--- src/rtl/mul_pkg.sv ---
// Shared types and widths for the sequential 16x16 multiplier built on the 8x8 core.
package mul_pkg;

  localparam int HALF_W      = 8;
  localparam int FULL_W      = 16;
  localparam int PROD_W      = 32;
  localparam int MUL16_BEATS = 4;

  typedef enum logic [1:0] {
    IDLE,
    MUL,
    DONE
  } state_t;

  // Two's-complement magnitude; 0x8000 maps to 0x8000, which is correct as an unsigned value.
  function automatic logic [FULL_W-1:0] mag16(input logic [FULL_W-1:0] v);
    return v[FULL_W-1] ? (~v + FULL_W'(1)) : v;
  endfunction

endpackage

--- src/rtl/mul16_seq_wtm8.sv ---
// WTM8: the shared 8x8 -> 16-bit unsigned combinational multiplier core.
module WTM8
  import mul_pkg::*;
(
  input  logic [HALF_W-1:0] a,
  input  logic [HALF_W-1:0] b,
  output logic [FULL_W-1:0] p
);

  assign p = {{HALF_W{1'b0}}, a} * {{HALF_W{1'b0}}, b};

endmodule

--- src/rtl/mul16_seq.sv ---
// Sequential 16x16 -> 32 unsigned multiplier: four 8x8 beats through one WTM8 core.
// Optional signed mode (op_signed input) enabled by macro MUL16_SEQ_SIGNED_EN.
//
// state | meaning
// IDLE  | waiting for a request, in_ready=1
// MUL   | beats 0..3 accumulate partial products
// DONE  | result presented; retires on out_ready, may accept next request same edge
module mul16_seq
  import mul_pkg::*;
#(
  parameter int TAG_W = 4
) (
  input  logic              clk,
  input  logic              rst,
  input  logic              in_valid,
  output logic              in_ready,
  input  logic [FULL_W-1:0] in_a,
  input  logic [FULL_W-1:0] in_b,
  input  logic [TAG_W-1:0]  in_tag,
`ifdef MUL16_SEQ_SIGNED_EN
  input  logic              op_signed,
`endif
  output logic              out_valid,
  input  logic              out_ready,
  output logic [PROD_W-1:0] out_p,
  output logic [TAG_W-1:0]  out_tag
);

  state_t              state_q, state_d;
  logic [1:0]          beat_q;
  logic [FULL_W-1:0]   a_q, b_q;
  logic [TAG_W-1:0]    tag_q;
  logic [PROD_W-1:0]   acc_q;
  logic                neg_q;

  logic [FULL_W-1:0]   a_in, b_in;
  logic                neg_in;
  logic [HALF_W-1:0]   core_a, core_b;
  logic [FULL_W-1:0]   core_p;
  logic [PROD_W-1:0]   addend, sum;
  logic                accept, last_beat;

`ifdef MUL16_SEQ_SIGNED_EN
  always_comb begin
    a_in   = op_signed ? mag16(in_a) : in_a;
    b_in   = op_signed ? mag16(in_b) : in_b;
    neg_in = op_signed & (in_a[FULL_W-1] ^ in_b[FULL_W-1]);
  end
`else
  always_comb begin
    a_in   = in_a;
    b_in   = in_b;
    neg_in = 1'b0;
  end
`endif

  always_ff @(posedge clk) begin
    if (rst) state_q <= IDLE;
    else     state_q <= state_d;
  end

  always_comb begin
    state_d   = state_q;
    in_ready  = 1'b0;
    out_valid = 1'b0;
    unique case (state_q)
      IDLE: begin
        in_ready = 1'b1;
        if (in_valid) state_d = MUL;
      end
      MUL: begin
        if (last_beat) state_d = DONE;
      end
      DONE: begin
        out_valid = 1'b1;
        in_ready  = out_ready;
        if (out_ready) state_d = in_valid ? MUL : IDLE;
      end
      default: state_d = IDLE;
    endcase
  end

  assign accept    = in_valid & in_ready;
  assign last_beat = (beat_q == 2'(MUL16_BEATS - 1));

  // beat[1] picks the a half, beat[0] picks the b half
  assign core_a = beat_q[1] ? a_q[FULL_W-1:HALF_W] : a_q[HALF_W-1:0];
  assign core_b = beat_q[0] ? b_q[FULL_W-1:HALF_W] : b_q[HALF_W-1:0];

  WTM8 u_core (
    .a (core_a),
    .b (core_b),
    .p (core_p)
  );

  always_comb begin
    addend = '0;
    unique case (beat_q)
      2'd0:       addend = {{FULL_W{1'b0}}, core_p};
      2'd1, 2'd2: addend = {{HALF_W{1'b0}}, core_p, {HALF_W{1'b0}}};
      default:    addend = {core_p, {FULL_W{1'b0}}};
    endcase
  end

  assign sum = acc_q + addend;

  always_ff @(posedge clk) begin
    if (rst) begin
      beat_q <= '0;
      acc_q  <= '0;
      a_q    <= '0;
      b_q    <= '0;
      tag_q  <= '0;
      neg_q  <= 1'b0;
    end else if (accept) begin
      beat_q <= '0;
      acc_q  <= '0;
      a_q    <= a_in;
      b_q    <= b_in;
      tag_q  <= in_tag;
      neg_q  <= neg_in;
    end else if (state_q == MUL) begin
      beat_q <= beat_q + 2'd1;
      // sign fix-up is folded into the final beat so DONE sees the finished value
      if (last_beat && neg_q) acc_q <= -sum;
      else                    acc_q <= sum;
    end
  end

  assign out_p   = acc_q;
  assign out_tag = tag_q;

endmodule

--- config.mk ---
export PLATFORM = sky130hd
export DESIGN_NAME = mul16_seq
export DESIGN_NICKNAME = d
export VERILOG_FILES = /design/src/rtl/mul_pkg.sv /design/src/rtl/mul16_seq_wtm8.sv /design/src/rtl/mul16_seq.sv
export SDC_FILE = /design/constraint.sdc
export NUM_CORES = 1
export LEC_CHECK = 0
export BUFFER_PORTS_ARGS = -buffer_cell sky130_fd_sc_hd__buf_2
export CORE_MARGIN = 1.5
export CORE_UTILIZATION = 54
export CTS_CLUSTER_SIZE = 12
export DETAILED_ROUTE_END_ITERATION = 8
export PLACE_DENSITY = 0.78
export SLEW_MARGIN = 20
export SYNTH_ARGS = -nofsm -noshare
export SYNTH_HDL_FRONTEND = slang
export SYNTH_SLANG_ARGS = --single-unit
--- constraint.sdc ---
create_clock -name clk -period 7.6 [get_ports clk]
set_clock_uncertainty 0.1 [all_clocks]
set_input_delay 0.76 -clock clk [delete_from_list [all_inputs] [get_ports clk]]
set_output_delay 0.76 -clock clk [all_outputs]
set_load 0.05 [all_outputs]
### After elaboration in Yosys (flattened, before gate mapping)

Index checks and enable logic that the tools add are counted.

| storage, ports and cells | value |
|---|---|
| register bits | 72 |
| input port bits | 40 |
| output and inout bits | 38 |
| logic and storage cells | 33 |

| operators by class | value |
|---|---|
| add/subtract/negate cells | 2 |
| multiply operators | 1 |
| equality and inequality tests | 8 |
| muxes and demuxes | 10 |
| bitwise gates (word level) | 1 |
| reductions and logical operators | 5 |

Operator list:

| cell | count |
|---|---|
| case mux 32 bit (2 select lines) | 1 |
| adder 32 bit | 1 |
| multiplier 8 x 8 -> 16 bit | 1 |
| two-way mux 8 bit | 2 |
| equality test 2 bit (second input constant) | 3 |
| two-way mux 2 bit | 3 |
| != test 2 bit (second input constant) | 3 |
| case mux 2 bit (3 select lines) | 1 |
| equality test 2 x 1 -> 1 bit (second input constant) | 2 |
| zero test 2 bit | 2 |
| OR reduction 2 bit | 2 |
| AND reduction 3 bit | 1 |
| adder 2 x 1 -> 2 bit (second input constant) | 1 |
| two-way mux 1 bit | 2 |
| case mux 1 bit (2 select lines) | 1 |
| AND 1 bit | 1 |

### Logic depth before layout (Yosys ltp)

| depth | value |
|---|---|
| depth in word-level cells | 4 |
| gate-level depth with buffers | 34 |

### Hierarchy

Synthesis repeated with hierarchy kept, for this count alone.

| unflattened totals | value |
|---|---|
| cells, all modules | 882 |
| area total of the unflattened synthesis | 7,023.0 µm² |

Modules (own cells, without submodules):

| module | times used | cells an instance | area each (µm²) | sequential area each (µm²) |
|---|---|---|---|---|
| mul16_seq | 1 | 639 | 4,898.4 | 1,441.4 |
| WTM8 | 1 | 243 | 2,124.5 | 0.0 |

### Least setup slack after synthesis

No wires, ideal clock.

| timing | value |
|---|---|
| path kind | register -> register |
| start point | register beat_q[0] |
| end point | register acc_q[31], in the netlist out_p[31] |
| data arrival time | 7,432 ps |
| setup slack | -2 ps |
| cell stages (with the launch flop) | 32 |
| cell sequence | dfxtp_1 -> clkbuf_1 -> mux2i_1 -> or2_2 -> fa_1 -> fa_1 -> inv_1 -> fa_1 -> inv_1 -> fa_1 -> inv_1 -> ha_1 -> a21oi_1 -> nor2b_1 -> o21a_1 -> o21a_1 -> o21a_1 -> o41ai_1 -> xor2_1 -> o22ai_1 -> ha_1 -> clkbuf_1 -> a21o_1 -> a2111oi_0 -> a21oi_1 -> o21a_1 -> nand4_1 -> nand3b_1 -> a21oi_2 -> xnor2_1 -> or3_1 -> a21oi_1 |

| on the way | value |
|---|---|
| longest elaborated chain between the ends | 4 |

Ends and longest elaborated chain:

| item | RTL line | RTL |
|---|---|---|
| from (decl) | mul16_seq.sv:30 | `logic [1:0] beat_q;` |
| from (signal assigned) | mul16_seq.sv:123 | `beat_q <= beat_q + 2'd1;` |
| two-way mux 8 bit, or another cell as far along | mul16_seq.sv:88 | `assign core_b = beat_q[0] ? b_q[FULL_W-1:HALF_W] : b_q[HALF_W-1:0];` |
| multiplier 8 x 8 -> 16 bit or OR reduction 2 bit (tied branches) | mul16_seq_wtm8.sv:10, mul16_seq.sv:98 |  |
| case mux 32 bit (2 select lines) * | mul16_seq.sv:98 | `unique case (beat_q)` |
| adder 32 bit * | mul16_seq.sv:105 | `assign sum = acc_q + addend;` |
| to (signal assigned) | mul16_seq.sv:125 | `if (last_beat && neg_q) acc_q <= -sum;` |
| to (signal assigned) | mul16_seq.sv:126 | `else acc_q <= sum;` |
| to (decl) | mul16_seq.sv:33 | `logic [PROD_W-1:0] acc_q;` |

Mark *: on every way between the ends. The rest lies on a longest branch, timed or not.
A chain may end at the register's enable or synchronous reset.

### Worst setup path after layout

Same ends and word-level chain as after synthesis.

==> flow_summary.ini <==
[drt]
drc = 0
drtIter0Drc = 344
wirelength_mm = 16.5
via_per_inst = 5.63
drtPass1Iterations = 5
ant_nets = 0
wire_per_inst_um = 15.3
via_count = 6067

[grt]
grt_max_degree = 41
grt_overflow_total = 0
grt_pass1_wl_mm = 26.0
grt_use_total = 0.256
grt_antenna_before_repair = 0
grt_pass1_vias = 5563

[timing]
fin_crit_ps = 7430
post-route-period-util = 0.977
fmax_mhz = 135
finalHoldViolCount = 0
fin_ws_ps = 172
tightest_slew_ps = 698
slew_viol_final = 0
finalSetupViolations = 0
hold_slack_ps = 353
relSlewSlack = 0.535

[synthesis]
yosys-top-cells-count = nand2_1 (149), a21oi_1 (94), nor2_1 (82)
netlist_area_sq_mm = 0.00639
async_flop_share = 0
ys_warn_count = 0
mappedNetlistNets = 967
synth_area_per_cell_sq_um = 7.79
ys.flop_type = dfxtp_1
synth_area_leaders = dfxtp_1 (23%), ha_1 (14%), fa_1 (12%)
synth_cells = 821
ys_seq_elements = 72
synth_top_area_cell = dfxtp_1
synth.distinct_cells = 46
synth_most_common_cell = nand2_1
synth_edf_count = 0
ys_seq_area_frac = 0.225
synth_top_area_frac = 0.225

[die]
start_util = 0.557
ios = 78
die_w_um = 112
row_count = 39
die_y_um = 112
coreArea_sq_mm = 0.0115
die_area_sq_mm = 0.0125

[clock_tree]
clkTransAtPathRegs_ps = 60
cts_buffers = 9
clockBufferDepth = 2
root_buffer = clkbuf_16
insertion_delay_ps = 350
hold_buffers = 0
htree_num_levels = 3
cts_tree = built
cts.sinks = 72

[critical_path]
r2r_start = beat_q[0]$_SDFFE_PP0N_
start_kind = register
crit_required_ps = 7790
path_class = register to register
slowest_stage = fa_1
cp_data_arrival_time_ps = 7620
cp_max_fo = 7
crit_path_end_kind = register
critPathMaxStageDelay_ps = 560
startpoint = beat_q[0]$_SDFFE_PP0N_
crit_top_cell = o21a_1

[final_layout]
drive_gt1_frac = 0.218
fillCellCount = 896
diodes = 0
finalNonFillerCells = 1078
fin_nets = 1076
design_area_sq_mm = 0.00780
area_delta_synth_final_pct = 22.0

[place]
hpwl_mm = 11.9
dp_cells = 1044
dpl_worst_slack_ps = -105
gp_congestion = 0.958
place_area_sq_mm = 0.00710
portBuffers = 77

[min_path]
hp-class = register to register
holdCritStartpoint = b_q[12]$_SDFFE_PP0P_

[power]
p_per_area_mw_per_mm2 = 133
leakagePower_uw = 0.00370
vdd_ir_drop_max_v = 0.000177
power_uw = 1040

[status]
status = completed

[job]
maxCapViolCount = 0
## worst max-delay path, delay by kind of cell (launching register included)
kind            cells  cell delay [ps]
compound gates     12             2330
xor+xnor            2              260
fa+ha+maj           6             2250
buf+inv             7              760
flops               1              360
mux                 1              110
simple gates        6             1150
## what timing repair did
| item | CTS | global route |
|---|---|---|
| pin swaps | 0 | 43 |
| setup endpoints to repair | 2 | 8 |
| setup buffers | 0 | 18 |
| resized for setup | 4 | 55 |
## power breakdown
part / switching (uW) / internal, uW
sequential: 12.3 / 392
clock: 179 / 234
combinational: 134 / 84.7
total: 325 / 710
## cell type report
cell class,count,area (sq um),share of cell area
multi-input combinational,649,4820,0.618
inverter,68,258,0.0330
clock inverter,6,51.3,0.00658
clock buffer,10,239,0.0306
timing repair buffer,130,802,0.103
sequential,72,1450,0.186
tap,143,179,0.0229
## layout by cell type, fill, tap and decap left out, types with 8 or more instances in the layout
cell type and instances:
a21o_1 18, a21oi_1 89, a22o_1 11, and2_1 13, buf_2 77, buf_4 49
clkbuf_16 9, dfxtp_1 70, fa_1 34, ha_1 62, inv_1 63, mux2i_1 8
nand2_1 149, nor2_1 81, o21ai_0 12, o21bai_1 10, or2_2 11, xnor2_1 29
xor2_1 12
## registers in the layout, indices dropped and copies added (netlist names)
name     count
a_q         16
b_q         16
beat_q       2
out_p       32
out_tag      4
state_q      2
## path summary, 6_finish.rpt
kind                             to  cells past startpoint  slack (ps)
max          out_p[31]$_SDFFE_PP0N_                     34         170
min            b_q[12]$_SDFFE_PP0P_                      2         350
max reg2reg  out_p[31]$_SDFFE_PP0N_                     34         170
min reg2reg    b_q[12]$_SDFFE_PP0P_                      2         350
## cell families (layout without fill, tap and decap cells)
family,count (synthesis),after routing,share of synthesized area
simple gates,296,296,0.199
xor+xnor,42,42,0.0575
flops,72,72,0.225
fa+ha+maj,106,106,0.251
buf+inv,100,214,0.0587
compound gates,189,189,0.183
mux,16,16,0.0251
## per-stage QoR
step,util,TNS [ps]
final,0.680,0
after floorplan,-,0
after global placement,0.619,0
after CTS,0.646,0
after global routing,0.680,-152
after detailed placement,0.619,-147
## metal layers
layer,routed length [um],GRT usage,vias up,share of wire
li1,-,-,2966,-
met1,7420,0.354,2842,0.45
met3,1200,0.0708,31,0.073
met4,342,0.0776,0,0.021
met5,0,0,-,0
met2,7550,0.389,228,0.46
(Power assumes the default switching activity.)
